===== config.mk =====
export PLATFORM = sky130hd
export DESIGN_NAME = vga_sync_decoder_flat
export DESIGN_NICKNAME = d
export VERILOG_FILES = /design/src/rtl/vga_sync_decoder_pkg.sv /design/src/rtl/vga_sync_decoder_if.sv /design/src/rtl/vga_sync_decoder_sync_edge_counter.sv /design/src/rtl/vga_sync_decoder.sv /design/src/flat_wrapper.sv
export SDC_FILE = /design/constraint.sdc
export NUM_CORES = 1
export LEC_CHECK = 0
export ABC_CLOCK_PERIOD_IN_PS = 11050
export BUFFER_PORTS_ARGS = -buffer_cell sky130_fd_sc_hd__buf_4
export CAP_MARGIN = 20
export CORE_UTILIZATION = 60
export DETAILED_ROUTE_END_ITERATION = 10
export GPL_TIMING_DRIVEN = 1
export PLACE_DENSITY = 0.91
export SYNTH_ARGS = -nofsm -noshare
export SYNTH_HDL_FRONTEND = slang
export SYNTH_SLANG_ARGS = --single-unit

===== constraint.sdc =====
create_clock -name vga_clk -period 11.05 [get_ports vga_clk]
set_input_delay 2.21 -clock vga_clk [delete_from_list [all_inputs] [get_ports vga_clk]]
set_output_delay 2.21 -clock vga_clk [all_outputs]
set_load 0.005 [all_outputs]

===== src/rtl/vga_sync_decoder_pkg.sv =====
// Shared VGA definitions: default 640x480 timing, the decoder's FSM state
// encoding, and the coordinate/colour types used on the decoder interface.
package vga_sync_decoder_pkg;

  localparam int VGA_H_SYNC      = 96;
  localparam int VGA_H_BACK      = 48;
  localparam int VGA_H_ACTIVE    = 640;
  localparam int VGA_H_TOTAL     = 800;
  localparam int VGA_V_SYNC      = 2;
  localparam int VGA_V_BACK      = 33;
  localparam int VGA_V_ACTIVE    = 480;
  localparam int VGA_V_TOTAL     = 525;
  localparam int VGA_LOCK_FRAMES = 2;

  localparam int COORD_W = 10;
  localparam int RGB_W   = 12;

  typedef logic [COORD_W-1:0] coord_t;
  typedef logic [RGB_W-1:0]   rgb_t;

  typedef enum logic [1:0] {
    SEARCH,
    MEASURE,
    LOCKED
  } state_t;

endpackage


===== src/rtl/vga_sync_decoder_if.sv =====
// Bundle between a VGA timing source (master) and the sync decoder (slave).
//   master drives : hsync, vsync (active low), rgb, probe_col, probe_row
//   slave drives  : col, row, de, rgb_out, frame_start, locked,
//                   probe_rgb, probe_hit, err_cnt
interface vga_sync_decoder_if;
  import vga_sync_decoder_pkg::*;

  logic       hsync;
  logic       vsync;
  rgb_t       rgb;
  coord_t     probe_col;
  coord_t     probe_row;
  coord_t     col;
  coord_t     row;
  logic       de;
  rgb_t       rgb_out;
  logic       frame_start;
  logic       locked;
  rgb_t       probe_rgb;
  logic       probe_hit;
  logic [7:0] err_cnt;

  modport master (
    output hsync, vsync, rgb, probe_col, probe_row,
    input  col, row, de, rgb_out, frame_start, locked, probe_rgb, probe_hit, err_cnt
  );

  modport slave (
    input  hsync, vsync, rgb, probe_col, probe_row,
    output col, row, de, rgb_out, frame_start, locked, probe_rgb, probe_hit, err_cnt
  );

endinterface


===== src/rtl/vga_sync_decoder_sync_edge_counter.sv =====
// Falling-edge detector on an active-low sync plus a saturating counter.
//   clk, rst : clock, synchronous active-high reset
//   sync_in  : sync level, same clock domain (no synchroniser)
//   clr      : load 0 this cycle (wins over inc)
//   inc      : advance by one, saturating at all-ones
//   fall     : 1->0 transition against the previous-cycle sample
//   cnt      : registered count
//   cnt_nxt  : count that belongs to the current input sample
module vga_sync_decoder_sync_edge_counter
  import vga_sync_decoder_pkg::*;
#(
  parameter int W = 11
) (
  input  logic         clk,
  input  logic         rst,
  input  logic         sync_in,
  input  logic         clr,
  input  logic         inc,
  output logic         fall,
  output logic [W-1:0] cnt,
  output logic [W-1:0] cnt_nxt
);

  function automatic logic [W-1:0] sat_inc(input logic [W-1:0] v);
    return (&v) ? v : v + W'(1);
  endfunction

  logic sync_prev;

  assign fall = sync_prev & ~sync_in;

  always_comb begin
    cnt_nxt = cnt;
    if (clr)
      cnt_nxt = '0;
    else if (inc)
      cnt_nxt = sat_inc(cnt);
  end

  // sample register: previous sync level and count
  always_ff @(posedge clk) begin
    if (rst) begin
      sync_prev <= 1'b1;
      cnt       <= '0;
    end else begin
      sync_prev <= sync_in;
      cnt       <= cnt_nxt;
    end
  end

endmodule


===== src/rtl/vga_sync_decoder.sv =====
// Receive-side VGA timing decoder. Recovers col/row, the display-enable
// window and frame boundaries from hsync/vsync, qualifies the timing over
// LOCK_FRAMES conforming frames, counts timing errors while locked, and
// captures the pixel at a programmable probe coordinate.
//   vga_clk : pixel clock
//   rst     : synchronous active-high reset
//   bus     : slave side of vga_sync_decoder_if (syncs/rgb/probe in,
//             col/row/de/rgb_out/frame_start/locked/probe/err_cnt out)
// All outputs are registered, one cycle after the input sample.
module vga_sync_decoder
  import vga_sync_decoder_pkg::*;
#(
  parameter int H_SYNC      = VGA_H_SYNC,
  parameter int H_BACK      = VGA_H_BACK,
  parameter int H_ACTIVE    = VGA_H_ACTIVE,
  parameter int H_TOTAL     = VGA_H_TOTAL,
  parameter int V_SYNC      = VGA_V_SYNC,
  parameter int V_BACK      = VGA_V_BACK,
  parameter int V_ACTIVE    = VGA_V_ACTIVE,
  parameter int V_TOTAL     = VGA_V_TOTAL,
  parameter int LOCK_FRAMES = VGA_LOCK_FRAMES
) (
  input logic               vga_clk,
  input logic               rst,
  vga_sync_decoder_if.slave bus
);

  localparam int H_START = H_SYNC + H_BACK;
  localparam int V_START = V_SYNC + V_BACK;

  function automatic logic [7:0] sat_inc8(input logic [7:0] v);
    return (&v) ? v : v + 8'd1;
  endfunction

  logic        h_fall, v_fall, vpend, frame_evt;
  logic [10:0] h_cnt, h_nxt;
  logic [9:0]  v_cnt, v_nxt;

  // A frame begins on the first hsync fall at or after a vsync fall.
  assign frame_evt = h_fall & (vpend | v_fall);

  vga_sync_decoder_sync_edge_counter #(.W(11)) u_h_cnt (
    .clk     (vga_clk),
    .rst     (rst),
    .sync_in (bus.hsync),
    .clr     (h_fall),
    .inc     (1'b1),
    .fall    (h_fall),
    .cnt     (h_cnt),
    .cnt_nxt (h_nxt)
  );

  vga_sync_decoder_sync_edge_counter #(.W(10)) u_v_cnt (
    .clk     (vga_clk),
    .rst     (rst),
    .sync_in (bus.vsync),
    .clr     (frame_evt),
    .inc     (h_fall),
    .fall    (v_fall),
    .cnt     (v_cnt),
    .cnt_nxt (v_nxt)
  );

  state_t     state;
  logic [7:0] good_frames;
  logic       frame_bad;
  logic [7:0] err_cnt_p1;

  logic   line_ok, frame_ok, conform, lock_evt, err_evt, lock_nxt, in_win;
  logic   vld_p0, hit_p0;
  coord_t col_p0, row_p0;

  // h_cnt/v_cnt still hold the last value of the ending line/frame here,
  // so the lengths are count + 1.
  assign line_ok  = ({1'b0, h_cnt} + 12'd1) == 12'(H_TOTAL);
  assign frame_ok = ({1'b0, v_cnt} + 11'd1) == 11'(V_TOTAL);
  assign conform  = frame_evt & ~frame_bad & line_ok & frame_ok;
  assign lock_evt = (state == MEASURE) & conform &
                    ((good_frames + 8'd1) >= 8'(LOCK_FRAMES));
  assign err_evt  = (state == LOCKED) &
                    ((h_fall & ~line_ok) | (frame_evt & ~frame_ok));
  // Lock status for this sample; de and locked follow it with no extra lag.
  assign lock_nxt = ((state == LOCKED) & ~err_evt) | lock_evt;

  assign in_win = (h_nxt >= 11'(H_START)) && (h_nxt < 11'(H_START + H_ACTIVE)) &&
                  (v_nxt >= 10'(V_START)) && (v_nxt < 10'(V_START + V_ACTIVE));
  assign col_p0 = coord_t'(h_nxt - 11'(H_START));
  assign row_p0 = coord_t'(v_nxt - 10'(V_START));
  assign vld_p0 = lock_nxt & in_win;
  assign hit_p0 = vld_p0 && (col_p0 == bus.probe_col) && (row_p0 == bus.probe_row);

  coord_t col_p1, row_p1;
  rgb_t   rgb_p1, probe_rgb_p1;
  logic   vld_p1, fs_p1, locked_p1, hit_p1;

  // p0 -> p1: FSM, error counter and registered outputs
  always_ff @(posedge vga_clk) begin
    if (rst) begin
      state        <= SEARCH;
      good_frames  <= '0;
      frame_bad    <= 1'b0;
      vpend        <= 1'b0;
      err_cnt_p1   <= '0;
      col_p1       <= '0;
      row_p1       <= '0;
      rgb_p1       <= '0;
      vld_p1       <= 1'b0;
      fs_p1        <= 1'b0;
      locked_p1    <= 1'b0;
      hit_p1       <= 1'b0;
      probe_rgb_p1 <= '0;
    end else begin
      vpend <= ~h_fall & (vpend | v_fall);
      case (state)
        SEARCH: begin
          if (frame_evt) begin
            state       <= MEASURE;
            good_frames <= '0;
            frame_bad   <= 1'b0;
          end
        end
        MEASURE: begin
          if (frame_evt) begin
            frame_bad <= 1'b0;
            if (lock_evt) begin
              state       <= LOCKED;
              good_frames <= '0;
            end else if (conform) begin
              good_frames <= good_frames + 8'd1;
            end else begin
              good_frames <= '0;
            end
          end else if (h_fall && !line_ok) begin
            frame_bad <= 1'b1;
          end
        end
        LOCKED: begin
          if (err_evt) begin
            state      <= SEARCH;
            err_cnt_p1 <= sat_inc8(err_cnt_p1);
          end
        end
        default: state <= SEARCH;
      endcase
      locked_p1 <= lock_nxt;
      vld_p1    <= vld_p0;
      col_p1    <= col_p0;
      row_p1    <= row_p0;
      rgb_p1    <= vld_p0 ? bus.rgb : '0;
      fs_p1     <= frame_evt;
      hit_p1    <= hit_p0;
      if (hit_p0)
        probe_rgb_p1 <= bus.rgb;
    end
  end

  assign bus.col         = col_p1;
  assign bus.row         = row_p1;
  assign bus.de          = vld_p1;
  assign bus.rgb_out     = rgb_p1;
  assign bus.frame_start = fs_p1;
  assign bus.locked      = locked_p1;
  assign bus.probe_rgb   = probe_rgb_p1;
  assign bus.probe_hit   = hit_p1;
  assign bus.err_cnt     = err_cnt_p1;

endmodule


===== src/flat_wrapper.sv =====
// flat-port wrapper written by rule: the top's interface ports become plain ports
module vga_sync_decoder_flat import vga_sync_decoder_pkg::*;
#(
  parameter int H_SYNC      = VGA_H_SYNC,
  parameter int H_BACK      = VGA_H_BACK,
  parameter int H_ACTIVE    = VGA_H_ACTIVE,
  parameter int H_TOTAL     = VGA_H_TOTAL,
  parameter int V_SYNC      = VGA_V_SYNC,
  parameter int V_BACK      = VGA_V_BACK,
  parameter int V_ACTIVE    = VGA_V_ACTIVE,
  parameter int V_TOTAL     = VGA_V_TOTAL,
  parameter int LOCK_FRAMES = VGA_LOCK_FRAMES
)
  (vga_clk, rst, bus_hsync, bus_vsync, bus_rgb, bus_probe_col, bus_probe_row, bus_col, bus_row, bus_de, bus_rgb_out, bus_frame_start, bus_locked, bus_probe_rgb, bus_probe_hit, bus_err_cnt);
  vga_sync_decoder_if bus_i ();
  input logic vga_clk;
  input logic rst;
  input wire logic [$bits(bus_i.hsync)-1:0] bus_hsync;
  input wire logic [$bits(bus_i.vsync)-1:0] bus_vsync;
  input wire logic [$bits(bus_i.rgb)-1:0] bus_rgb;
  input wire logic [$bits(bus_i.probe_col)-1:0] bus_probe_col;
  input wire logic [$bits(bus_i.probe_row)-1:0] bus_probe_row;
  output wire logic [$bits(bus_i.col)-1:0] bus_col;
  output wire logic [$bits(bus_i.row)-1:0] bus_row;
  output wire logic [$bits(bus_i.de)-1:0] bus_de;
  output wire logic [$bits(bus_i.rgb_out)-1:0] bus_rgb_out;
  output wire logic [$bits(bus_i.frame_start)-1:0] bus_frame_start;
  output wire logic [$bits(bus_i.locked)-1:0] bus_locked;
  output wire logic [$bits(bus_i.probe_rgb)-1:0] bus_probe_rgb;
  output wire logic [$bits(bus_i.probe_hit)-1:0] bus_probe_hit;
  output wire logic [$bits(bus_i.err_cnt)-1:0] bus_err_cnt;
  assign bus_i.hsync = bus_hsync;
  assign bus_i.vsync = bus_vsync;
  assign bus_i.rgb = bus_rgb;
  assign bus_i.probe_col = bus_probe_col;
  assign bus_i.probe_row = bus_probe_row;
  assign bus_col = bus_i.col;
  assign bus_row = bus_i.row;
  assign bus_de = bus_i.de;
  assign bus_rgb_out = bus_i.rgb_out;
  assign bus_frame_start = bus_i.frame_start;
  assign bus_locked = bus_i.locked;
  assign bus_probe_rgb = bus_i.probe_rgb;
  assign bus_probe_hit = bus_i.probe_hit;
  assign bus_err_cnt = bus_i.err_cnt;
  vga_sync_decoder #(.H_SYNC(H_SYNC), .H_BACK(H_BACK), .H_ACTIVE(H_ACTIVE), .H_TOTAL(H_TOTAL), .V_SYNC(V_SYNC), .V_BACK(V_BACK), .V_ACTIVE(V_ACTIVE), .V_TOTAL(V_TOTAL), .LOCK_FRAMES(LOCK_FRAMES)) u_core (.vga_clk(vga_clk), .rst(rst), .bus(bus_i));
endmodule

**Yosys cells after proc, flatten, opt, wreduce, memory -nomap -nowiden**

Cells that the tools add are included.

- Add/subtract/negate cells: 8
- Order comparisons: 5
- Eq/ne operators: 11
- Muxes and demuxes: 19
- Bitwise logic cells: 26
- Reductions and logical operators: 17

Operators with widths:

| kind | number |
|---|---|
| 2-to-1 mux 8 bit | 4 |
| 2-to-1 mux 10 bit | 3 |
| 2-to-1 mux 11 bit | 2 |
| equality test 10 bit | 2 |
| adder 8 x 1 -> 8 bit (second input constant) | 2 |
| case mux 8 bit (2 select lines) | 1 |
| bitwise AND 1 bit | 14 |
| adder 11 x 1 -> 12 bit (second input constant) | 1 |
| equality test 12 x 10 -> 1 bit (second input constant) | 1 |
| adder 10 x 1 -> 11 bit (second input constant) | 1 |
| adder 11 x 1 -> 11 bit (second input constant) | 1 |
| equality test 11 x 10 -> 1 bit (second input constant) | 1 |
| greater-or-equal comparator 11 x 8 -> 1 bit (second input constant) | 1 |
| < comparator 11 x 10 -> 1 bit (second input constant) | 1 |
| AND reduction 11 bit | 1 |
| adder 10 x 1 -> 10 bit (second input constant) | 1 |
| greater-or-equal comparator 10 x 6 -> 1 bit (second input constant) | 1 |
| < comparator 10 bit (second input constant) | 1 |
| AND reduction 10 bit | 1 |
| subtractor 10 x 6 -> 10 bit (second input constant) | 1 |
| subtractor 10 x 8 -> 10 bit (second input constant) | 1 |
| inverter 1 bit | 9 |
| AND reduction 3 bit | 3 |
| greater-or-equal comparator 8 x 2 -> 1 bit (second input constant) | 1 |
| 16 further kinds | 31 |

- Register bits: 91
- Bits of input ports: 36
- Output and inout port bits: 56

**Depth between registers and ports, before layout**

- Depth in word-level cells: 13
- Depth in mapped cells: 15
- Depth with buffers taken out: 14

**By module**

Synthesis repeated with hierarchy kept, for this count alone.

- Cells, all modules: 502
- Area, all modules: 4705.8 µm²

By module, submodules not included:

| module | times used | cells an instance | area an instance (µm²) | sequential area each (µm²) |
|---|---|---|---|---|
| vga_sync_decoder | 1 | 323 | 3153.0 | 1361.3 |
| vga_sync_decoder_sync_edge_counter at u_core.u_v_cnt | 1 | 98 | 808.3 | 220.2 |
| vga_sync_decoder_sync_edge_counter at u_core.u_h_cnt | 1 | 81 | 744.5 | 240.2 |

**Worst setup path before layout**

OpenSTA, ideal clock, no wires.

- Path kind: input to register
- Start: input bus_hsync
- End: register u_core.probe_rgb_p1[0] (netlist: u_core.bus.probe_rgb[0])
- Library setup time: 0.121 ns
- Data arrival time: 5.070 ns
- Required time: 10.929 ns
- Slack: 5.859 ns
- Cell stages on the path: 13
- Path buffers: 2
- Cell sequence: nor2b_2 > buf_2 > o21ai_0 > a32o_1 > ha_1 > nor3_1 > or4b_2 > o21ai_0 > nand4_1 > nand3b_1 > nand4b_1 > buf_4 > mux2i_1

RTL lines:

| item | line | source |
|---|---|---|
| start, declared | flat_wrapper.sv:18 | `input wire logic [$bits(bus_i.hsync)-1:0] bus_hsync;` |
| inverter 1 bit (*) | vga_sync_decoder_sync_edge_counter.sv:30 | `assign fall = sync_prev & ~sync_in;` |
| bitwise AND 1 bit (*) | vga_sync_decoder_sync_edge_counter.sv:30 |  |
| 2-to-1 mux 10 bit / bitwise AND 1 bit (equally long branches) | vga_sync_decoder_sync_edge_counter.sv:36, vga_sync_decoder.sv:40 |  |
| 2-to-1 mux 10 bit (*) | vga_sync_decoder_sync_edge_counter.sv:34 | `if (clr)` |
| net u_core.u_v_cnt.cnt_nxt[0] | vga_sync_decoder_sync_edge_counter.sv:21 | `output logic [W-1:0] cnt_nxt` |
| branches (longest 5 deep; another with subtractor 10 x 6 -> 10 bit) | - |  |
| logical AND 1 bit (*) | vga_sync_decoder.sv:90 | `assign hit_p0 = vld_p0 && (col_p0 == bus.probe_col) && (row_p0 == bus.probe_row);` |
| end signal, assigned | vga_sync_decoder.sv:153 | `probe_rgb_p1 <= bus.rgb;` |
| end, declared | vga_sync_decoder.sv:93 | `rgb_t rgb_p1, probe_rgb_p1;` |

Mark *: on every way through the listed nets, which the timed path passes.
A chain may end at the register's enable or synchronous reset.

**Worst setup path in the final report**

- Start: input bus_hsync
- End: register u_core.probe_rgb_p1[1] (netlist: u_core.bus.probe_rgb[1])

Same word-level chain as after synthesis.

==> results.ini <==
[power]
p_per_area_nw_per_um2=109
clkPwrFrac_pct=36.6
p_leak_uw=0.00223
switching_share_pct=26.2
p_int_uw=435
ir_drop_mv=0.0834
p_comb_share_pct=8.8
power_switching_uw=154
seq_power_share_pct=54.6

[worst_setup_path]
worst-path-max-fanout=24
crit_slowest_cell=nand4b_1
cp.arrival_ps=6560
cp-end-kind=flop
worstPathRequired_ps=11320
cpMostUsedCell=o21ai_0
reg2reg_from=u_core.u_h_cnt.cnt[0]$_SDFF_PP0_
slowest_delay_ps=740
criticalPathCategory=in2reg
ff2ff_setup_slack_ps=6140
path_depth=12
reg2reg_to=u_core.bus.probe_rgb[1]$_SDFFE_PP0P_
critPathLaunchType=input pin
crit_path_cell_trace=buf_4, nor2b_2, o21ai_0, a32o_1, ha_1, nor3_1, or4b_2, o21ai_0, nand4_1, nand3b_1, nand4b_1, mux2i_1
cpLargestDelayFamily=simple AND/OR/NAND/NOR gates
crit_buf_inv=1
worst_r2r_path_depth=11

[place]
place.gp.congestion=0.943
portBuffers=91
dp.cells=673
hpwl_mm=8.28
postPlaceCellArea_sq_um=5220

[grt]
grt_pass1_wl_mm=17.8
antenna_found_initial=0
grt_pass1_vias=3716
gr-total-overflow=0
grt_use_total_pct=29.2
grt_max_degree=78

[sta]
setup_violations=0
slew_headroom_pct=40.1
fin_skew_ps=12.1
tightest_slew_ps=895
fin_crit_ps=6290
slew_viol_final=0
tns_ps=0
rsz0062_at_grt=no
fmax_mhz=159
finalCritPeriodShare_pct=56.9
hold_viol_final=0

[detailed_routing]
vias_per_cell=5.90
drt_iter0_markers=293
first_pass_iters=5
drtAntennaViolNets=0
totalWireLength_mm=11.2
num_vias=4062
drcViolationCount=0
wl_per_cell_um=16.3

[clocking]
cts_tree=built
post-cts-setup-buffers=0
cts-root-buf=clkbuf_8
cts.sinks=87
ctsHoldBuffers=0
cts_buffers=9
clockBufferDepth=2
path_clk_slew_ps=100
cts-htree-levels=3
cts_resized=0
clk_latency_ps=360

[floorplanning]
die_w_um=89.4
die_h_um=89.4
die_area_sq_um=7980
rows=31
start_util_pct=62.5
core-area_sq_um=7330
num_io_pins=92

[final_layout]
nNetsFinal=630
n_antenna_cell=0
area_growth_pct=18.3
layout-drive-gt1-share_pct=21.9
instances_no_fill=689
fin_util_pct=73.9
final_area_sq_um=5410

[yosys]
seq_area_frac_synth_pct=38.0
synth-edff-count=0
synthCells=514
async_flop_share_pct=0
syn_area_sq_um=4580
postSynthAreaPerCell_sq_um=8.91
yosysWarnings=0
syn_nets=559
ys_ff_latch=87
yosysUniqueCellTypes=73
synthFlopType=dfxtp_1

[job]
cap_violations=0

[min_path]
hold_path_class=reg2reg
hp-start=u_core.bus.probe_rgb[7]$_SDFFE_PP0P_
worstHoldPathCells=2
hold_path_end=u_core.bus.probe_rgb[7]$_SDFFE_PP0P_

[run_status]
status=finished, final reports clean

power groups by stage:
stage	logic [uW]	clock network, uW	registers (uW)
finish	51.8	215	322
global route	56.3	229	323
CTS	51.3	216	322
global placement	50.2	0	329
detailed placement	51.0	0	329
floorplan	29.1	0	328
kinds of logic (layout without fill, tap and decap cells):
kind of cell	count (synthesis)	count (layout)	synth area share, %
adders and majority gates	9	9	2.46
xor gates and xnor gates	41	41	8.99
muxes	17	17	3.74
DFF	87	87	38.0
and+or+nand+nor	233	233	29.4
AOI/OAI and AO/OA	88	88	13.2
buffers and inverters	39	115	4.18
through the flow:
stage | total power [uW] | hold slack, ps | setup WS (ps)
2_1_floorplan | 357 | 467 | 5860
3_3_place_gp | 379 | 461 | 4700
3_5_place_dp | 380 | 474 | 4460
4_1_cts | 589 | 490 | 4820
5_1_grt | 608 | 514 | 4330
6_report | 589 | 486 | 4760
area by class of cell:
cell class,count,area [sq um]
timing repair buffer,91,683
tap,99,124
clock buffer,10,138
clock inverter,6,52.6
inverter,8,30.0
multi-input combinational,388,2650
sequential,87,1740
fill,532,1920
registers in the layout (all words and copies together), names as in the netlist, 2 cells and up:
signal / cells
u_core.u_h_cnt.cnt: 11
u_core.bus.rgb_out: 12
u_core.bus.col: 6
u_core.u_v_cnt.cnt: 10
u_core.good_frames: 8
u_core.bus.err_cnt: 8
u_core.state: 2
u_core.bus.row: 10
u_core.bus.probe_rgb: 12
cells in the mapped netlist, types with 3 or more instances:
cell / n / area share [%]
nor3b_1: 4 / 0.66
mux2i_1: 16 / 3.5
nand3_1: 12 / 1.3
nor4_1: 9 / 1.2
nand2_1: 23 / 1.9
and3_1: 4 / 0.55
clkbuf_2: 3 / 0.33
o21a_1: 3 / 0.49
dfxtp_1: 87 / 38
nor2b_1: 17 / 2.3
nand2b_1: 27 / 3.7
a21oi_1: 23 / 2.5
a31oi_1: 11 / 1.5
a211oi_1: 3 / 0.49
or3_1: 10 / 1.4
or4b_2: 3 / 0.66
o21ai_0: 16 / 1.7
clkbuf_1: 12 / 0.98
or4_1: 3 / 0.49
buf_2: 9 / 0.98
xnor2_1: 19 / 3.6
nor3_1: 14 / 1.5
xor2_1: 18 / 3.4
and2_1: 19 / 2.6
and4_1: 7 / 1.3
o211ai_1: 4 / 0.66
nor2_1: 49 / 4.0
nand4_1: 13 / 1.8
inv_1: 8 / 0.66
or2_2: 3 / 0.41
buf_4: 6 / 0.98
ha_1: 9 / 2.5
worst register-to-register path, delay by kind of cell (launching register included):
| family | cells | cell delay [ps] |
|---|---|---|
| flip-flops | 1 | 540 |
| AND/OR/NAND/NOR | 6 | 2750 |
| multiplexers | 1 | 390 |
| XOR/XNOR | 1 | 230 |
| AO/OA/AOI/OAI | 1 | 220 |
| adder cells (fa/ha/maj) | 2 | 710 |
worst max-delay path by stage:
| stage | slack, ps | from | to |
|---|---|---|---|
| after global routing | 4330 | bus_hsync | u_core.bus.probe_rgb[3]$_SDFFE_PP0P_ |
| final | 4760 | bus_hsync | u_core.bus.probe_rgb[1]$_SDFFE_PP0P_ |
| after floorplan | 5860 | bus_hsync | u_core.bus.probe_rgb[0]$_SDFFE_PP0P_ |
| after global placement | 4700 | bus_hsync | u_core.bus.probe_rgb[11]$_SDFFE_PP0P_ |
| after detailed placement | 4460 | bus_hsync | u_core.bus.probe_rgb[1]$_SDFFE_PP0P_ |
| after CTS | 4820 | bus_hsync | u_core.bus.probe_rgb[1]$_SDFFE_PP0P_ |
routing by layer:
layer | track usage [%] | part of all wire, %
met2 | 48.4 | 48
met4 | 13.7 | 3.2
met3 | 4.71 | 5.8
met1 | 37.2 | 43
met5 | 0 | 0
cell usage in the layout (no fill, tap or decap), drive strengths merged, types with 3 or more instances in the layout:
cell type	instances
or4b	3
nor3b	4
nand2	23
xnor2	20
and2	20
mux2i	16
nor3	14
clkbuf	10
nor4	11
or4	4
and3	4
nor2	49
dfxtp	87
a21oi	23
inv	10
nand2b	27
o211ai	4
nor2b	18
o21a	3
o21ai	16
nand3	14
and4	7
a211oi	6
or3	10
xor2	18
buf	91
nand4	14
or2	4
a31oi	11
ha	9
Note: power is estimated with default switching activity, not from simulation.
